<file path="config.mk">
export PLATFORM = sky130hd
export DESIGN_NAME = td4_run_controller
export DESIGN_NICKNAME = d
export VERILOG_FILES = /design/src/rtl/td4_ctl_pkg.sv /design/src/rtl/td4_prog_mem.sv /design/src/rtl/td4_run_controller.sv
export SDC_FILE = /design/constraint.sdc
export NUM_CORES = 1
export LEC_CHECK = 0
export ABC_CLOCK_PERIOD_IN_PS = 3600
export CAP_MARGIN = 20
export CORE_MARGIN = 8
export CORE_UTILIZATION = 45
export DETAILED_ROUTE_END_ITERATION = 10
export HOLD_SLACK_MARGIN = 0.06
export PLACE_DENSITY_LB_ADDON = 0.05
export SYNTH_ARGS = -nofsm -noshare
export SYNTH_HDL_FRONTEND = slang
export SYNTH_SLANG_ARGS = --single-unit
</file>
<file path="constraint.sdc">
create_clock -name clk_i -period 3.6 [get_ports clk_i]
set_input_delay 0.36 -clock clk_i [delete_from_list [all_inputs] [get_ports clk_i]]
set_output_delay 0.36 -clock clk_i [all_outputs]
set_load 0.01 [all_outputs]
</file>
<file path="src/rtl/td4_ctl_pkg.sv">
// Shared definitions for the TD4 run controller: state and command codes,
// the self-jump opcode nibble and the program memory depth.
package td4_ctl_pkg;

  typedef enum logic [1:0] {
    ST_IDLE     = 2'b00,
    ST_HALTED   = 2'b01,
    ST_RUNNING  = 2'b10,
    ST_STEPPING = 2'b11
  } td4_state_e;

  typedef enum logic [1:0] {
    CMD_RESET_CPU = 2'b00,
    CMD_RUN       = 2'b01,
    CMD_STEP      = 2'b10,
    CMD_HALT      = 2'b11
  } td4_cmd_e;

  localparam logic [3:0] JMP_OPC   = 4'b1111;
  localparam int         MEM_DEPTH = 16;

  // A TD4 "JMP imm" whose immediate equals its own address never leaves.
  function automatic logic is_self_jump(logic [7:0] instr, logic [3:0] addr);
    return instr == {JMP_OPC, addr};
  endfunction

endpackage

</file>
<file path="src/rtl/td4_prog_mem.sv">
// 16x8 program memory for the TD4 core: async clear to 0x00, one
// synchronous write port, one combinational read port.
module td4_prog_mem
  import td4_ctl_pkg::*;
(
  input  logic       clk_i,
  input  logic       rst_n_i,
  input  logic       we_i,
  input  logic [3:0] waddr_i,
  input  logic [7:0] wdata_i,
  input  logic [3:0] raddr_i,
  output logic [7:0] rdata_o
);

  logic [7:0] mem_q [MEM_DEPTH];

  // Storage: cleared by reset, written one byte per accepted load.
  always_ff @(posedge clk_i or negedge rst_n_i) begin
    if (!rst_n_i) begin
      for (int i = 0; i < MEM_DEPTH; i++) mem_q[i] <= 8'h00;
    end else if (we_i) begin
      mem_q[waddr_i] <= wdata_i;
    end
  end

  assign rdata_o = mem_q[raddr_i];

endmodule

</file>
<file path="src/rtl/td4_run_controller.sv">
// Run controller for the TD4 core. Owns program memory and sequences the
// core through IDLE / HALTED / RUNNING / STEPPING, stopping automatically on
// a self-jump. Optional breakpoint logic is built when TD4CTL_BREAKPOINT_EN
// is defined; otherwise the bp_* ports do not exist.
//
// state    | meaning
// IDLE     | core held in clear, no clock enable
// HALTED   | core released, no clock enable
// RUNNING  | CE once every RUN_DIV cycles
// STEPPING | exactly one CE cycle, then HALTED
module td4_run_controller
  import td4_ctl_pkg::*;
#(
  parameter int unsigned RUN_DIV = 1
) (
  input  logic       clk_i,
  input  logic       clr_n_i,
  input  logic       ld_valid_i,
  output logic       ld_ready_o,
  input  logic [3:0] ld_addr_i,
  input  logic [7:0] ld_data_i,
  input  logic       cmd_valid_i,
  output logic       cmd_ready_o,
  input  logic [1:0] cmd_i,
  input  logic [3:0] cpu_a_i,
  output logic [7:0] cpu_d_o,
  output logic       cpu_clr_o,
  output logic       cpu_ce_o,
  output logic [1:0] state_o,
  output logic       self_loop_o,
`ifdef TD4CTL_BREAKPOINT_EN
  input  logic [3:0] bp_addr_i,
  input  logic       bp_en_i,
  output logic       bp_hit_o,
`endif
  output logic [7:0] instr_count_o
);

  localparam logic [15:0] DIV_TC = 16'(RUN_DIV - 1);

  td4_state_e state_q, state_d;
  td4_cmd_e   cmd;
  logic [15:0] div_q, div_d;
  logic [7:0]  cnt_q, cnt_d;
  logic        cpu_clr_q;
  logic        self_loop_q, self_loop_d;
  logic        cmd_acc, reset_cmd, run_opp, ce, self_jump, bp_stop;

  assign cmd = td4_cmd_e'(cmd_i);

  td4_prog_mem u_mem (
    .clk_i   (clk_i),
    .rst_n_i (clr_n_i),
    .we_i    (ld_valid_i & ld_ready_o),
    .waddr_i (ld_addr_i),
    .wdata_i (ld_data_i),
    .raddr_i (cpu_a_i),
    .rdata_o (cpu_d_o)
  );

  assign ld_ready_o  = (state_q == ST_IDLE) || (state_q == ST_HALTED);
  assign cmd_ready_o = (state_q != ST_STEPPING);
  assign cmd_acc     = cmd_valid_i & cmd_ready_o;
  assign reset_cmd   = cmd_acc && (cmd == CMD_RESET_CPU);
  assign run_opp     = (state_q == ST_RUNNING) && (div_q == DIV_TC);

`ifdef TD4CTL_BREAKPOINT_EN
  logic bp_hit_q, bp_hit_d;
  logic first_q, first_d;

  // The first CE opportunity after entering RUNNING bypasses the check so
  // that RUN resumes past the breakpoint it stopped on.
  assign bp_stop  = run_opp && !first_q && bp_en_i && (cpu_a_i == bp_addr_i);
  assign bp_hit_d = reset_cmd ? 1'b0 : (bp_hit_q | bp_stop);
  assign first_d  = (state_q != ST_RUNNING) ? 1'b1 : (run_opp ? 1'b0 : first_q);
  assign bp_hit_o = bp_hit_q;
`else
  assign bp_stop  = 1'b0;
`endif

  assign ce          = (run_opp && !bp_stop) || (state_q == ST_STEPPING);
  assign self_jump   = ce && is_self_jump(cpu_d_o, cpu_a_i);
  assign cnt_d       = reset_cmd ? 8'h00 : cnt_q + {7'b0, ce};
  assign self_loop_d = reset_cmd ? 1'b0 : (self_loop_q | self_jump);

  // Next-state decode; RESET_CPU outranks a self-jump halt in RUNNING.
  always_comb begin
    state_d = state_q;
    unique case (state_q)
      ST_IDLE, ST_HALTED: begin
        if (cmd_acc) begin
          unique case (cmd)
            CMD_RESET_CPU: state_d = ST_IDLE;
            CMD_RUN:       state_d = ST_RUNNING;
            CMD_STEP:      state_d = ST_STEPPING;
            CMD_HALT:      state_d = ST_HALTED;
            default:       state_d = state_q;
          endcase
        end
      end
      ST_RUNNING: begin
        if (reset_cmd)                                   state_d = ST_IDLE;
        else if (self_jump || bp_stop)                   state_d = ST_HALTED;
        else if (cmd_acc && (cmd == CMD_HALT || cmd == CMD_STEP))
                                                         state_d = ST_HALTED;
      end
      ST_STEPPING: state_d = ST_HALTED;
      default:     state_d = ST_IDLE;
    endcase
  end

  // Divider only counts while staying in RUNNING, so every entry starts at 0.
  always_comb begin
    div_d = 16'h0000;
    if (state_q == ST_RUNNING && state_d == ST_RUNNING)
      div_d = (div_q == DIV_TC) ? 16'h0000 : div_q + 16'd1;
  end

  // Controller registers: state, divider, core clear, flags and counter.
  always_ff @(posedge clk_i or negedge clr_n_i) begin
    if (!clr_n_i) begin
      state_q     <= ST_IDLE;
      div_q       <= 16'h0000;
      cpu_clr_q   <= 1'b0;
      self_loop_q <= 1'b0;
      cnt_q       <= 8'h00;
`ifdef TD4CTL_BREAKPOINT_EN
      bp_hit_q    <= 1'b0;
      first_q     <= 1'b1;
`endif
    end else begin
      state_q     <= state_d;
      div_q       <= div_d;
      cpu_clr_q   <= (state_d != ST_IDLE);
      self_loop_q <= self_loop_d;
      cnt_q       <= cnt_d;
`ifdef TD4CTL_BREAKPOINT_EN
      bp_hit_q    <= bp_hit_d;
      first_q     <= first_d;
`endif
    end
  end

  assign cpu_clr_o     = cpu_clr_q;
  assign cpu_ce_o      = ce;
  assign state_o       = state_q;
  assign self_loop_o   = self_loop_q;
  assign instr_count_o = cnt_q;

endmodule

</file>
==> results.json, run 1 <==
{
  "status": "finished clean",
  "synth_cell_types": 48,
  "comb_power_share_pct": 21.0,
  "swShare_pct": 25.32,
  "intPower_mw": 3.834,
  "cts_setup_buffers": 0,
  "use_met3_pct": 3.794,
  "final_common_cell": "dfrtp_1",
  "cts_sinks": 156,
  "final.period_utilization_pct": 86.33,
  "cts_buffer_depth": 2,
  "synth_top_area_share_pct": 52.17,
  "dp_cells": 785,
  "grt_setup_unrepaired": "false",
  "ys_seq_area_share_pct": 52.17,
  "cts_resized": 0,
  "mostFrequentLayoutCells": "dfrtp_1 (156), mux2_2 (130), clkdlybuf4s50_1 (43), nand2_1 (33), nor2_1 (24)",
  "p_seq_share_pct": 47.0,
  "antenna_found_initial": 0,
  "ios": 45,
  "syn2layout_area_growth_pct": 16.61,
  "grtUsageMet2_pct": 26.03,
  "grt-busiest-layer": "met2",
  "grt_pass1_vias": 4825,
  "required_ps": 3240,
  "drcViolationCount": 0,
  "start_kind": "input pin",
  "p_switching_mw": 1.300,
  "diodes": 0,
  "regArea_mm2": 0.003904,
  "powerDensity_mw_per_mm2": 588.5,
  "path_class": "input pin to primary output",
  "fillers": 1379,
  "die_width_um": 144.9,
  "via_per_inst": 5.575,
  "relSlewSlack_pct": 48.63,
  "start_util_pct": 45.60,
  "ys.flop_type": "dfrtp_1",
  "die_h_um": 144.9,
  "grt_max_degree": 83,
  "fin_crit_ps": 3108,
  "postRouteAntennaNets": 0,
  "setup_ws_ps": 492.2,
  "vias": 4560,
  "placed_area_mm2": 0.008175,
  "cp_max_fo": 28,
  "io_buffers": 44,
  "finalWirelength_um": 16780,
  "hpwlAfterDp_um": 11190,
  "final_design_area_no_fill_mm2": 0.008725,
  "use_met1_pct": 22.52,
  "synth_nets": 564,
  "leakage_nw": 3.783,
  "path_clk_slew_ps": 60,
  "die_area_mm2": 0.02101,
  "grt_pass1_wl_um": 27340,
  "hold_slack_ps": 497.8,
  "nets": 614,
  "worstMarginPinSlew_ps": 768.2,
  "multi_input_comb_area_mm2": 0.003381,
  "core_area_mm2": 0.01641,
  "htreeDepth": 4,
  "clkLatencyLatePin_ps": 420,
  "overflow": 0,
  "syn-instance-count": 535,
  "endpoint_kind": "primary output",
  "post-place-ws_ps": 157.7,
  "hold_buffers": 1,
  "post-route-util_pct": 53.18,
  "total_power_mw": 5.135,
  "numCtsBuffers": 17,
  "cap_violations": 0,
  "syn-cell-area_mm2": 0.007482,
  "grt_use_total_pct": 16.67,
  "crit_arrival_ps": 2750,
  "fin_skew_ps": 5.876,
  "synth-edff-count": 0,
  "first_iter_violations": 271,
  "synthTopCellsByArea": "dfrtp_1 (52%), mux2_2 (20%), mux4_2 (5.4%)",
  "synth-seq-cells": 156,
  "ir_drop_mv": 0.3531,
  "drv_slew": 0,
  "rows": 47,
  "cts_root_buf": "clkbuf_16",
  "stdcell_count": 818,
  "pwr-share-clk_pct": 32.0,
  "drive_above_1_share_pct": 34.45,
  "first_pass_iters": 4,
  "synth_warnings": 0,
  "hp-class": "flip-flop to flip-flop",
  "gp_congestion": 0.8138,
  "postSynthAreaPerCell_um2": 13.99,
  "fmax_mhz": 321.8,
  "yosysTopAreaCell": "dfrtp_1",
  "cts_tree": "built",
  "routedWlPerCell_um": 20.51,
  "synthArstFlopShare_pct": 100.0,
  "setup_violations": 0,
  "hold_viol": 0,
  "fin_tns_setup_ps": 0
}
-- critical path, stage by stage --
cell and delay [ps]:
clkdlybuf4s50_1 500, buf_12 220, mux4_2 530, o21ai_0 440
nand2_1 150, clkdlybuf4s50_1 520
-- state kept, by name, indices dropped and copies added, names as in the netlist --
signal and cells:
state_o 2, u_mem.mem_q 128, div_q 16, self_loop_o 1, instr_count_o 8, cpu_clr_o 1
-- cells by family after synthesis --
group | count (synthesis) | share of synthesized area, %
AO/OA/AOI/OAI | 23 | 2.091
XOR/XNOR | 20 | 2.341
adder cells (fa/ha/maj) | 7 | 1.171
buffers and inverters | 35 | 2.642
flip-flops | 156 | 52.17
multiplexers | 167 | 30.13
AND/OR/NAND/NOR | 127 | 9.448
-- area by class of cell --
class                   instances  area share, %
clock inverters                 8         0.7744
clock buffers                  24          5.407
multi-input cells             344          38.75
inverters                       9         0.3872
well taps                     220          3.155
flip-flops and latches        156          44.74
repair buffers                 57          6.783
-- power by group through the flow --
stage	Sequential, mW	Combinational (mW)	Clock (mW)
2_1_floorplan	2.38	0.762	0
3_3_place_gp	2.42	1.06	0
3_5_place_dp	2.44	1.09	0
4_1_cts	2.41	1.10	1.70
5_1_grt	2.47	1.18	1.79
6_report	2.41	1.08	1.65
-- cells in the mapped netlist (3+ instances only) --
library cell  count
mux2_2          130
nand2_1          33
buf_2             3
buf_6             3
mux4_2           18
ha_1              7
and3_1            7
o21ai_0           6
xor2_1           13
clkbuf_1         16
dfrtp_1         156
nor2_4           10
a22oi_1           4
nand3_1          20
nor2_1           24
nor2b_1          10
inv_1             8
xnor2_1           7
mux4_1           12
a21oi_1           4
nor3_1            5
mux2i_1           7
-- worst paths after layout --
kind	start	to	slack, ps	depth (start not counted)
worst max-delay path	cpu_a_i[1]	cpu_d_o[3]	490	6
worst min-delay path	u_mem.mem_q[5]	u_mem.mem_q[5]	500	1
min in group asynchronous	clr_n_i	instr_count_o[4]	570	2
worst min register to register	u_mem.mem_q[5]	u_mem.mem_q[5]	500	1
max in group asynchronous	clr_n_i	u_mem.mem_q[36]	2150	3
worst max register to register	div_q[0]	state_o[1]	890	10
-- layer usage --
metal | routed length [um] | share of wire [%] | vias to the layer above
li1 | - | - | 2050
met1 | 7668 | 46 | 2403
met2 | 8095 | 48 | 92
met3 | 810 | 4.8 | 15
met4 | 201 | 1.2 | 0
met5 | 0 | 0 | -
Power figures use the tool's default switching activity.
==> run 2: changes to the inputs <==
--- a/config.mk
+++ b/config.mk
@@ -5,7 +5,6 @@
 export SDC_FILE = /design/constraint.sdc
 export NUM_CORES = 1
 export LEC_CHECK = 0
-export ABC_CLOCK_PERIOD_IN_PS = 3600
 export CAP_MARGIN = 20
 export CORE_MARGIN = 8
 export CORE_UTILIZATION = 45
==> results of run 2 <==
Final layout, timing and power as in run 1 (identical DEF).
